<file path="src/rtl/seven_seg_scan_capture_if.sv">
// Seven-segment scan bus seen from the capture side.
// The display lines flow in, and the decoded display image flows back out.
interface seven_seg_scan_capture_if #(
  parameter int unsigned DIGITS = 8
);
  logic [DIGITS-1:0]   an_n;
  logic [6:0]          seg_n;
  logic                dp_n;
  logic [4*DIGITS-1:0] digits;
  logic [DIGITS-1:0]   dp;
  logic [DIGITS-1:0]   digit_valid;
  logic                frame_done;
  logic                code_error;
  logic [2:0]          err_digit;

  modport master (
    output an_n, seg_n, dp_n,
    input  digits, dp, digit_valid, frame_done, code_error, err_digit
  );

  modport slave (
    input  an_n, seg_n, dp_n,
    output digits, dp, digit_valid, frame_done, code_error, err_digit
  );
endinterface

</file>
<file path="src/rtl/seven_seg_scan_capture.sv">
// Multiplexed seven-segment bus monitor: synchronizes, debounces scan transitions,
// decodes stable patterns back to BCD and keeps a per-digit image of the display.
module seven_seg_scan_capture #(
  parameter int unsigned DIGITS        = 8,
  parameter int unsigned STABLE_CYCLES = 4
) (
  input  logic                    clk,
  input  logic                    rst,
  seven_seg_scan_capture_if.slave bus
);

  localparam int unsigned VW = DIGITS + 8;

  logic [VW-1:0]       sync1_q, sync1_d;
  logic [VW-1:0]       sync2_q, sync2_d;
  logic [VW-1:0]       prev_q, prev_d;
  logic [7:0]          cnt_q, cnt_d;
  logic                armed_q, armed_d;
  logic                accept;

  logic [4*DIGITS-1:0] digits_q, digits_d;
  logic [DIGITS-1:0]   dp_q, dp_d;
  logic [DIGITS-1:0]   valid_q, valid_d;
  logic [DIGITS-1:0]   seen_q, seen_d;
  logic                frame_done_q, frame_done_d;
  logic                code_error_q, code_error_d;
  logic [2:0]          err_digit_q, err_digit_d;

  logic [DIGITS-1:0]   an_act;
  logic [6:0]          seg_act;
  logic                dp_act;
  logic [3:0]          act_cnt;
  logic [2:0]          low_idx;
  logic                low_found;
  logic                dec_legal;
  logic [3:0]          dec_code;
  logic [DIGITS-1:0]   seen_next;

  // Stability filter: a pattern is accepted once, after it has held for STABLE_CYCLES synced cycles.
  always_comb begin
    sync1_d = {bus.an_n, bus.seg_n, bus.dp_n};
    sync2_d = sync1_q;
    prev_d  = sync2_q;
    cnt_d   = cnt_q;
    armed_d = armed_q;
    accept  = 1'b0;
    if (sync2_q != prev_q) begin
      cnt_d   = '0;
      armed_d = 1'b1;
    end else begin
      if (cnt_q != 8'hFF) begin
        cnt_d = cnt_q + 8'd1;
      end
      if (armed_q && (cnt_d == 8'(STABLE_CYCLES - 1))) begin
        accept  = 1'b1;
        armed_d = 1'b0;
      end
    end
  end

  assign an_act  = ~sync2_q[VW-1:8];
  assign seg_act = ~sync2_q[7:1];
  assign dp_act  = ~sync2_q[0];

  always_comb begin
    act_cnt   = '0;
    low_idx   = '0;
    low_found = 1'b0;
    for (int unsigned i = 0; i < DIGITS; i++) begin
      if (an_act[i]) begin
        act_cnt = act_cnt + 4'd1;
        if (!low_found) begin
          low_idx   = 3'(i);
          low_found = 1'b1;
        end
      end
    end
  end

  always_comb begin
    dec_legal = 1'b1;
    dec_code  = 4'hF;
    case (seg_act)
      7'b1111110: dec_code = 4'd0;
      7'b0110000: dec_code = 4'd1;
      7'b1101101: dec_code = 4'd2;
      7'b1111001: dec_code = 4'd3;
      7'b0110011: dec_code = 4'd4;
      7'b1011011: dec_code = 4'd5;
      7'b0011111: dec_code = 4'd6;
      7'b1110000: dec_code = 4'd7;
      7'b1111111: dec_code = 4'd8;
      7'b1110011: dec_code = 4'd9;
      7'b0000001: dec_code = 4'd10;
      7'b0000000: dec_code = 4'hF;
      default:    dec_legal = 1'b0;
    endcase
  end

  // An illegal pattern still marks the digit as scanned, so a bad last digit completes the frame.
  always_comb begin
    digits_d     = digits_q;
    dp_d         = dp_q;
    valid_d      = valid_q;
    seen_d       = seen_q;
    frame_done_d = 1'b0;
    code_error_d = 1'b0;
    err_digit_d  = err_digit_q;
    seen_next    = seen_q | an_act;
    if (accept && (act_cnt > 4'd1)) begin
      code_error_d = 1'b1;
      err_digit_d  = low_idx;
    end else if (accept && (act_cnt == 4'd1)) begin
      for (int unsigned i = 0; i < DIGITS; i++) begin
        if (an_act[i]) begin
          if (dec_legal) begin
            digits_d[4*i +: 4] = dec_code;
            dp_d[i]            = dp_act;
            valid_d[i]         = 1'b1;
          end else begin
            valid_d[i]         = 1'b0;
          end
        end
      end
      if (!dec_legal) begin
        code_error_d = 1'b1;
        err_digit_d  = low_idx;
      end
      if (&seen_next) begin
        frame_done_d = 1'b1;
        seen_d       = '0;
      end else begin
        seen_d       = seen_next;
      end
    end
  end

  always_ff @(posedge clk) begin
    if (rst) begin
      sync1_q      <= '1;
      sync2_q      <= '1;
      prev_q       <= '1;
      cnt_q        <= '0;
      armed_q      <= 1'b0;
      digits_q     <= '1;
      dp_q         <= '0;
      valid_q      <= '0;
      seen_q       <= '0;
      frame_done_q <= 1'b0;
      code_error_q <= 1'b0;
      err_digit_q  <= '0;
    end else begin
      sync1_q      <= sync1_d;
      sync2_q      <= sync2_d;
      prev_q       <= prev_d;
      cnt_q        <= cnt_d;
      armed_q      <= armed_d;
      digits_q     <= digits_d;
      dp_q         <= dp_d;
      valid_q      <= valid_d;
      seen_q       <= seen_d;
      frame_done_q <= frame_done_d;
      code_error_q <= code_error_d;
      err_digit_q  <= err_digit_d;
    end
  end

  assign bus.digits      = digits_q;
  assign bus.dp          = dp_q;
  assign bus.digit_valid = valid_q;
  assign bus.frame_done  = frame_done_q;
  assign bus.code_error  = code_error_q;
  assign bus.err_digit   = err_digit_q;

endmodule

</file>
<file path="src/flat_wrapper.sv">
// flat-port wrapper written by rule: the top's interface ports become plain ports
module seven_seg_scan_capture_flat 
#(
  parameter int unsigned DIGITS        = 8,
  parameter int unsigned STABLE_CYCLES = 4
)
  (clk, rst, bus_an_n, bus_seg_n, bus_dp_n, bus_digits, bus_dp, bus_digit_valid, bus_frame_done, bus_code_error, bus_err_digit);
  seven_seg_scan_capture_if #(.DIGITS(DIGITS)) bus_i ();
  input  logic clk;
  input  logic rst;
  input wire logic [$bits(bus_i.an_n)-1:0] bus_an_n;
  input wire logic [$bits(bus_i.seg_n)-1:0] bus_seg_n;
  input wire logic [$bits(bus_i.dp_n)-1:0] bus_dp_n;
  output wire logic [$bits(bus_i.digits)-1:0] bus_digits;
  output wire logic [$bits(bus_i.dp)-1:0] bus_dp;
  output wire logic [$bits(bus_i.digit_valid)-1:0] bus_digit_valid;
  output wire logic [$bits(bus_i.frame_done)-1:0] bus_frame_done;
  output wire logic [$bits(bus_i.code_error)-1:0] bus_code_error;
  output wire logic [$bits(bus_i.err_digit)-1:0] bus_err_digit;
  assign bus_i.an_n = bus_an_n;
  assign bus_i.seg_n = bus_seg_n;
  assign bus_i.dp_n = bus_dp_n;
  assign bus_digits = bus_i.digits;
  assign bus_dp = bus_i.dp;
  assign bus_digit_valid = bus_i.digit_valid;
  assign bus_frame_done = bus_i.frame_done;
  assign bus_code_error = bus_i.code_error;
  assign bus_err_digit = bus_i.err_digit;
  seven_seg_scan_capture #(.DIGITS(DIGITS), .STABLE_CYCLES(STABLE_CYCLES)) u_core (.clk(clk), .rst(rst), .bus(bus_i));
endmodule
</file>
<file path="config.mk">
export PLATFORM = sky130hd
export DESIGN_NAME = seven_seg_scan_capture_flat
export DESIGN_NICKNAME = d
export VERILOG_FILES = /design/src/rtl/seven_seg_scan_capture_if.sv /design/src/rtl/seven_seg_scan_capture.sv /design/src/flat_wrapper.sv
export SDC_FILE = /design/constraint.sdc
export NUM_CORES = 1
export LEC_CHECK = 0
export CAP_MARGIN = 20
export CORE_ASPECT_RATIO = 1.75
export CORE_MARGIN = 4
export CORE_UTILIZATION = 61
export CTS_BUF_LIST = sky130_fd_sc_hd__clkbuf_8
export DETAILED_ROUTE_END_ITERATION = 8
export PLACE_DENSITY = 0.87
export SETUP_SLACK_MARGIN = 0.15
export SYNTH_ARGS = -nofsm -noshare
export SYNTH_HDL_FRONTEND = slang
export SYNTH_SLANG_ARGS = --single-unit
</file>
<file path="constraint.sdc">
create_clock -name clk -period 9.2 [get_ports clk]
set_clock_uncertainty 0.15 [all_clocks]
set_input_delay 0.92 -clock clk [delete_from_list [all_inputs] [get_ports clk]]
set_output_delay 0.92 -clock clk [all_outputs]
set_load 0.02 [all_outputs]
</file>
[Yosys cells after proc, flatten, opt, wreduce, memory -nomap -nowiden]
Cells that the tools add are included.
Word-level totals
  register bits after elaboration: 118
  latch bits: 0
  bits in writable memories: 0
  memory bits (read-only): 0
  output and inout port bits: 53
  memories: 0
Cells by class
  $add $sub $neg: 8
  $mul: 0
  divide/modulo/power cells: 0
  order comparisons: 1
  eq/ne operators: 16
  shift-type cells: 0
  multiplexer cells: 46
  bitwise gates (word level): 6
  reductions and logical operators: 28
Operator list (number)
  equality test 7 bit (second input constant): 7
  two-way mux 3 bit: 16
  one-hot mux 4 bit (11 select lines): 1
  AND reduction 4 bit: 8
  two-way mux 4 bit: 7
  adder 4 x 1 -> 4 bit (second input constant): 6
  two-way mux 8 bit: 3
  AND reduction 3 bit: 8
  two-way mux 1 bit: 19
  != test 16 bit: 1
  equality test 7 x 6 -> 1 bit (second input constant): 2
  OR reduction 12 bit: 1
  adder 8 x 1 -> 8 bit (second input constant): 1
  equality test 8 x 2 -> 1 bit (second input constant): 1
  != test 8 bit (second input constant): 1
  NOT 8 bit: 1
  bitwise OR 8 bit: 1
  AND reduction 8 bit: 1
  equality test 7 x 1 -> 1 bit (second input constant): 1
  equality test 7 x 5 -> 1 bit (second input constant): 1
  zero test 7 bit: 1
  NOT 7 bit: 1
  equality test 4 x 1 -> 1 bit (second input constant): 1
  > comparator 4 x 1 -> 1 bit (second input constant): 1
  other kinds (8): 14

[Depth between registers and ports, before layout]
  depth after elaboration: 20
  mapped depth: 26
  gate-level depth less buffers: 23

[Least setup slack after synthesis]
OpenSTA, ideal clock, no wires.
  path kind: register -> register
  start point: reg u_core.sync2_q[8] (netlist: u_core.prev_d[8])
  end point: reg u_core.dp_q[0] (netlist: u_core.bus.dp[0])
  library setup time: 0.134 ns
  data arrival time: 4.897 ns
  path slack: 4.019 ns
  cell stages (with the launch flop): 24
  clock period less this slack: 5.181 ns
  cells stage by stage: dfxtp_1 clkbuf_1 inv_1 ha_1 buf_2 xnor3_2 inv_1 ha_1 or2_2 a311oi_1 a21oi_1 ha_1 nand2_1 and2_1 inv_1 ha_1 nor3b_1 mux2i_1 a32oi_4 nand4_2 buf_6 buf_6 o211ai_2 o31ai_2
On the way
  longest elaborated chain between the ends: 20
  elaborated cells between the ends (all ways): 24
  those cells by class: add/sub: 7; order compare: 1; eq/ne: 2; mux: 9; bitwise: 2; reduce/logical: 3
Ends and longest elaborated chain
  from (decl): RTL line seven_seg_scan_capture.sv:15  | logic [VW-1:0] sync2_q, sync2_d;
  from (signal assigned): RTL line seven_seg_scan_capture.sv:154  | sync2_q <= sync2_d;
  NOT 8 bit: RTL line seven_seg_scan_capture.sv:61  | assign an_act = ~sync2_q[VW-1:8];
  two-way mux 1 bit: RTL line seven_seg_scan_capture.sv:70  | if (an_act[i]) begin
  adder 1 x 1 -> 2 bit: RTL line seven_seg_scan_capture.sv:71  | act_cnt = act_cnt + 4'd1;
  two-way mux 4 bit: RTL line seven_seg_scan_capture.sv:70
  adder 4 x 1 -> 4 bit: RTL line seven_seg_scan_capture.sv:71
  two-way mux 4 bit: RTL line seven_seg_scan_capture.sv:70
  adder 4 x 1 -> 4 bit: RTL line seven_seg_scan_capture.sv:71
  two-way mux 4 bit: RTL line seven_seg_scan_capture.sv:70
  (+4 left out)
  adder 4 x 1 -> 4 bit: RTL line seven_seg_scan_capture.sv:71
  two-way mux 4 bit: RTL line seven_seg_scan_capture.sv:70
  adder 4 x 1 -> 4 bit: RTL line seven_seg_scan_capture.sv:71
  two-way mux 4 bit: RTL line seven_seg_scan_capture.sv:70
  > comparator 4 x 1 -> 1 bit: RTL line seven_seg_scan_capture.sv:110  | if (accept && (act_cnt > 4'd1)) begin
  logical AND 1 bit: RTL line seven_seg_scan_capture.sv:110
  NOT 1 bit (no line)
  AND reduction 4 bit (no line) *
  to (signal assigned): RTL line seven_seg_scan_capture.sv:159  | dp_q <= dp_d;
  to (decl): RTL line seven_seg_scan_capture.sv:22  | logic [DIGITS-1:0] dp_q, dp_d;
Mark *: on every way between the ends. The rest lies on a longest branch, timed or not.
A chain may end at the register's enable or synchronous reset.

[Worst setup path in the final report]
  start point: reg u_core.sync2_q[8] (netlist: u_core.prev_d[8])
  end point: reg u_core.digits_q[27] (netlist: u_core.bus.digits[27])
On the way
  longest elaborated chain between the ends: 20
  elaborated cells between the ends (all ways): 24
  those cells by class: add/sub: 7; order compare: 1; eq/ne: 2; mux: 9; bitwise: 2; reduce/logical: 3
Ends and longest elaborated chain
  NOT 8 bit: RTL line seven_seg_scan_capture.sv:61
  two-way mux 1 bit: RTL line seven_seg_scan_capture.sv:70
  adder 1 x 1 -> 2 bit: RTL line seven_seg_scan_capture.sv:71
  two-way mux 4 bit: RTL line seven_seg_scan_capture.sv:70
  adder 4 x 1 -> 4 bit: RTL line seven_seg_scan_capture.sv:71
  two-way mux 4 bit: RTL line seven_seg_scan_capture.sv:70
  adder 4 x 1 -> 4 bit: RTL line seven_seg_scan_capture.sv:71
  two-way mux 4 bit: RTL line seven_seg_scan_capture.sv:70
  (+4 left out)
  adder 4 x 1 -> 4 bit: RTL line seven_seg_scan_capture.sv:71
  two-way mux 4 bit: RTL line seven_seg_scan_capture.sv:70
  adder 4 x 1 -> 4 bit: RTL line seven_seg_scan_capture.sv:71
  two-way mux 4 bit: RTL line seven_seg_scan_capture.sv:70
  > comparator 4 x 1 -> 1 bit: RTL line seven_seg_scan_capture.sv:110
  logical AND 1 bit: RTL line seven_seg_scan_capture.sv:110
  NOT 1 bit (no line)
  AND reduction 4 bit (no line) *
  to (signal assigned): RTL line seven_seg_scan_capture.sv:158  | digits_q <= digits_d;
  to (decl): RTL line seven_seg_scan_capture.sv:21  | logic [4*DIGITS-1:0] digits_q, digits_d;
Marks and branches as above.

==> results_dict.tcl <==
set metrics [dict create \
    relSlewSlack_pct 26.5 \
    wl_per_cell_um 18.3 \
    synth-seq-area-share_pct 45.0 \
    grt_pass1_wl_um 21300 \
    yosysWarnings 0 \
    clk_latency_ns 0.43 \
    hold_class "flip-flop to flip-flop" \
    critPathKind "flip-flop to flip-flop" \
    cp_cell_sequence "inv_1 > ha_1 > xnor3_2 > inv_1 > ha_1 > or2_2 > a311oi_1 > a21oi_1 > ha_1 > nand2_1 > and2_1 > inv_1 > ha_1 > nor3_1 > mux2i_1 > a32oi_4 > nand4_2 > o21ai_1 > o22a_1" \
    synth-seq-cells 118 \
    fin_setup_tns_ns 0 \
    final_core_util_pct 76.6 \
    vdd_drop_max_mv 0.144 \
    cts.htree.levels 4 \
    synth_compound_area_share_pct 19.1 \
    power.share.clock_pct 45.6 \
    dieArea_sq_um 10200 \
    period_share_pct 70.6 \
    cp.arrival_ns 6.70 \
    layout-drive-gt1-share_pct 18.3 \
    clk_pin_slew_ns 0.07 \
    ant_nets 0 \
    rsz0062_at_grt "no" \
    p_int_uw 892 \
    place.gp.congestion 0.913 \
    fmax_ghz 0.154 \
    path_common_cell "ha_1" \
    synth-edff-count 0 \
    path_max_fanout 22 \
    setup_viol 0 \
    ys_types 64 \
    outcome "completed" \
    area_growth_pct 22.2 \
    grt-ovfl-total 0 \
    root_buffer "clkbuf_8" \
    cts_buffer_depth 2 \
    post_cts_buffers 0 \
    syn_area_sq_um 5250 \
    cts_resized 0 \
    initial_core_util_pct 62.7 \
    startpoint_type "flip-flop" \
    layout_min_cycle_time_ns 6.49 \
    hold_depth 1 \
    p_seq_share_pct 45.8 \
    drt-pass1-iter-count 5 \
    dieWidth_um 78.1 \
    reg2reg_depth 19 \
    synthArstFlopShare_pct 0 \
    synthSimpleGateAreaFrac_pct 19.6 \
    leakagePower_uw 0.00243 \
    core-area_sq_um 8370 \
    io_buffer_count 70 \
    nNetsFinal 624 \
    p_comb_share_pct 8.6 \
    grt_pass1_vias 4379 \
    vias 4393 \
    routed_wirelength_um 13200 \
    hold_buffers 0 \
    crit_slowest_cell "dfxtp_1" \
    synthesis.nets 566 \
    synthAdderAreaFrac_pct 2.62 \
    pwr_density_cell_nw_per_um2 181 \
    cts_tree "yes" \
    clock_sinks 118 \
    grt_max_degree 69 \
    antenna_found_initial 0 \
    synth_flop_cell "dfxtp_1" \
    drv_cap 0 \
    post_synth_inst_count 537 \
    slew_violations 0 \
    switching_share_pct 23.3 \
    hold_violations 0 \
    cts_buffers 17 \
    dr.first_iter.drc_count 465 \
    tightest_slew_ns 1.09 \
    power_switching_uw 270 \
    synth_xor_area_share_pct 7.44 \
    required_ns 9.41 \
    drc 0 \
    drt-vias-per-instance 6.08 \
    mostFrequentLayoutCells "dfxtp_1 (118), clkdlybuf4s50_1 (69), or2_2 (48)" \
    synth_top_family_by_area "simple AND/OR/NAND/NOR gates" \
    grt_usage_pct 27.1 \
    max_stage_delay_ns 0.74 \
    n_antenna_cell 0 \
    pin_count 71 \
    dp.final_hpwl_um 9260 \
    std_cell_rows 44 \
    fp.dieH_um 131 \
    avgSynthCellArea_sq_um 9.77 \
    endpoint_kind "flip-flop" \
    hold_ws_ns 0.262 \
    layout.cells.most_common "dfxtp_1" \
    synthMuxAreaShare_pct 2.34 \
]
==> Yosys cell counts (all sizes together) (2+ instances only) <==
master	instances	area, sq um
dfxtp	118	2360
or2	48	300
xnor2	29	269
nand2	28	108
nor2	27	101
clkbuf	26	97.6
o21ai	21	124
o22a	21	184
nor3	20	105
inv	13	48.8
ha	11	138
nand3	11	55.1
nand4	11	75.1
nor2b	11	68.8
a21oi	10	50.1
mux2i	10	100
a2bb2oi	9	78.8
buf	9	57.6
o211ai	9	82.6
o21a	8	60.1
o31ai	8	95.1
a211oi	7	52.6
a41oi	7	61.3
nand2b	6	37.5
o22ai	6	37.5
xor2	6	52.6
or4	4	33.8
a211o	3	26.3
a311oi	3	26.3
a31oi	3	18.8
and3	3	18.8
nor3b	3	22.5
nor4b	3	26.3
or3	3	18.8
xnor3	3	68.8
a21boi	2	15.0
a21o	2	15.0
mux2	2	22.5
nand3b	2	15.0
==> power by group through the flow <==
stage / Sequential (uW) / Combinational [uW] / Clock [uW]
2_1_floorplan: 534 / 80.0 / 0
3_3_place_gp: 542 / 96.4 / 0
3_5_place_dp: 543 / 98.4 / 0
4_1_cts: 532 / 99.3 / 536
5_1_grt: 533 / 110 / 559
6_report: 532 / 100 / 530
==> sequential cells by signal (all words and copies together), names as in the netlist <==
register                flops
u_core.bus.frame_done       1
u_core.bus.dp               8
u_core.sync1_q             16
u_core.prev_d              16
u_core.bus.digits          32
u_core.bus.digit_valid      8
u_core.bus.code_error       1
u_core.armed_q              1
u_core.prev_q              16
u_core.seen_q               8
u_core.cnt_q                8
u_core.bus.err_digit        3
==> final timing paths <==
kind,startpoint,endpoint,slack (ns)
min,u_core.sync1_q[0]$_SDFF_PP1_,u_core.prev_d[0]$_SDFF_PP1_,0.26
min reg2reg,u_core.sync1_q[0]$_SDFF_PP1_,u_core.prev_d[0]$_SDFF_PP1_,0.26
max,u_core.prev_d[8]$_SDFF_PP1_,u_core.bus.digits[27]$_SDFFE_PP1P_,2.71
max reg2reg,u_core.prev_d[8]$_SDFF_PP1_,u_core.bus.digits[27]$_SDFFE_PP1P_,2.71
==> cell families (layout without fill, tap and decap cells) <==
family	after synthesis	count (layout)
mux	12	12
fa+ha+maj	11	11
flops	118	118
compound gates	125	125
simple gates	185	185
xor+xnor	38	38
buf+inv	48	118
==> stage by stage <==
step                      power [uW]  instances  instance area, sq um  setup slack, ns
after floorplan                  614        537                  5250             4.02
after global placement           639        691                  5960             3.22
after detailed placement         641        691                  5960             2.95
after CTS                       1170        722                  6410             2.79
after global routing            1200        722                  6410             2.41
final                           1160        722                  6410             2.71
==> worst max-delay path, delay by kind of cell (launching register included) <==
family	cells	cell delay (ns)
simple gates	5	1.45
mux	1	0.17
fa+ha+maj	4	1.37
xor+xnor	1	0.58
compound gates	5	1.61
flops	1	0.74
buf+inv	3	0.35
==> layout make-up <==
class	instances	area [sq um]
multi-input cells	371	2680
flip-flops and latches	118	2360
fillers	581	1960
repair buffers	74	726
clock buffers	18	248
clock inverters	13	204
well taps	115	144
inverters	13	48.8
==> routing by layer <==
metal	part of all wire (%)	vias to the layer above	global-route usage (%)
li1	-	2048	-
met5	0	-	0
met2	53	192	48.3
met4	5.8	0	19.1
met3	6.2	67	6.10
met1	35	2086	28.0
(Power assumes the default switching activity.)
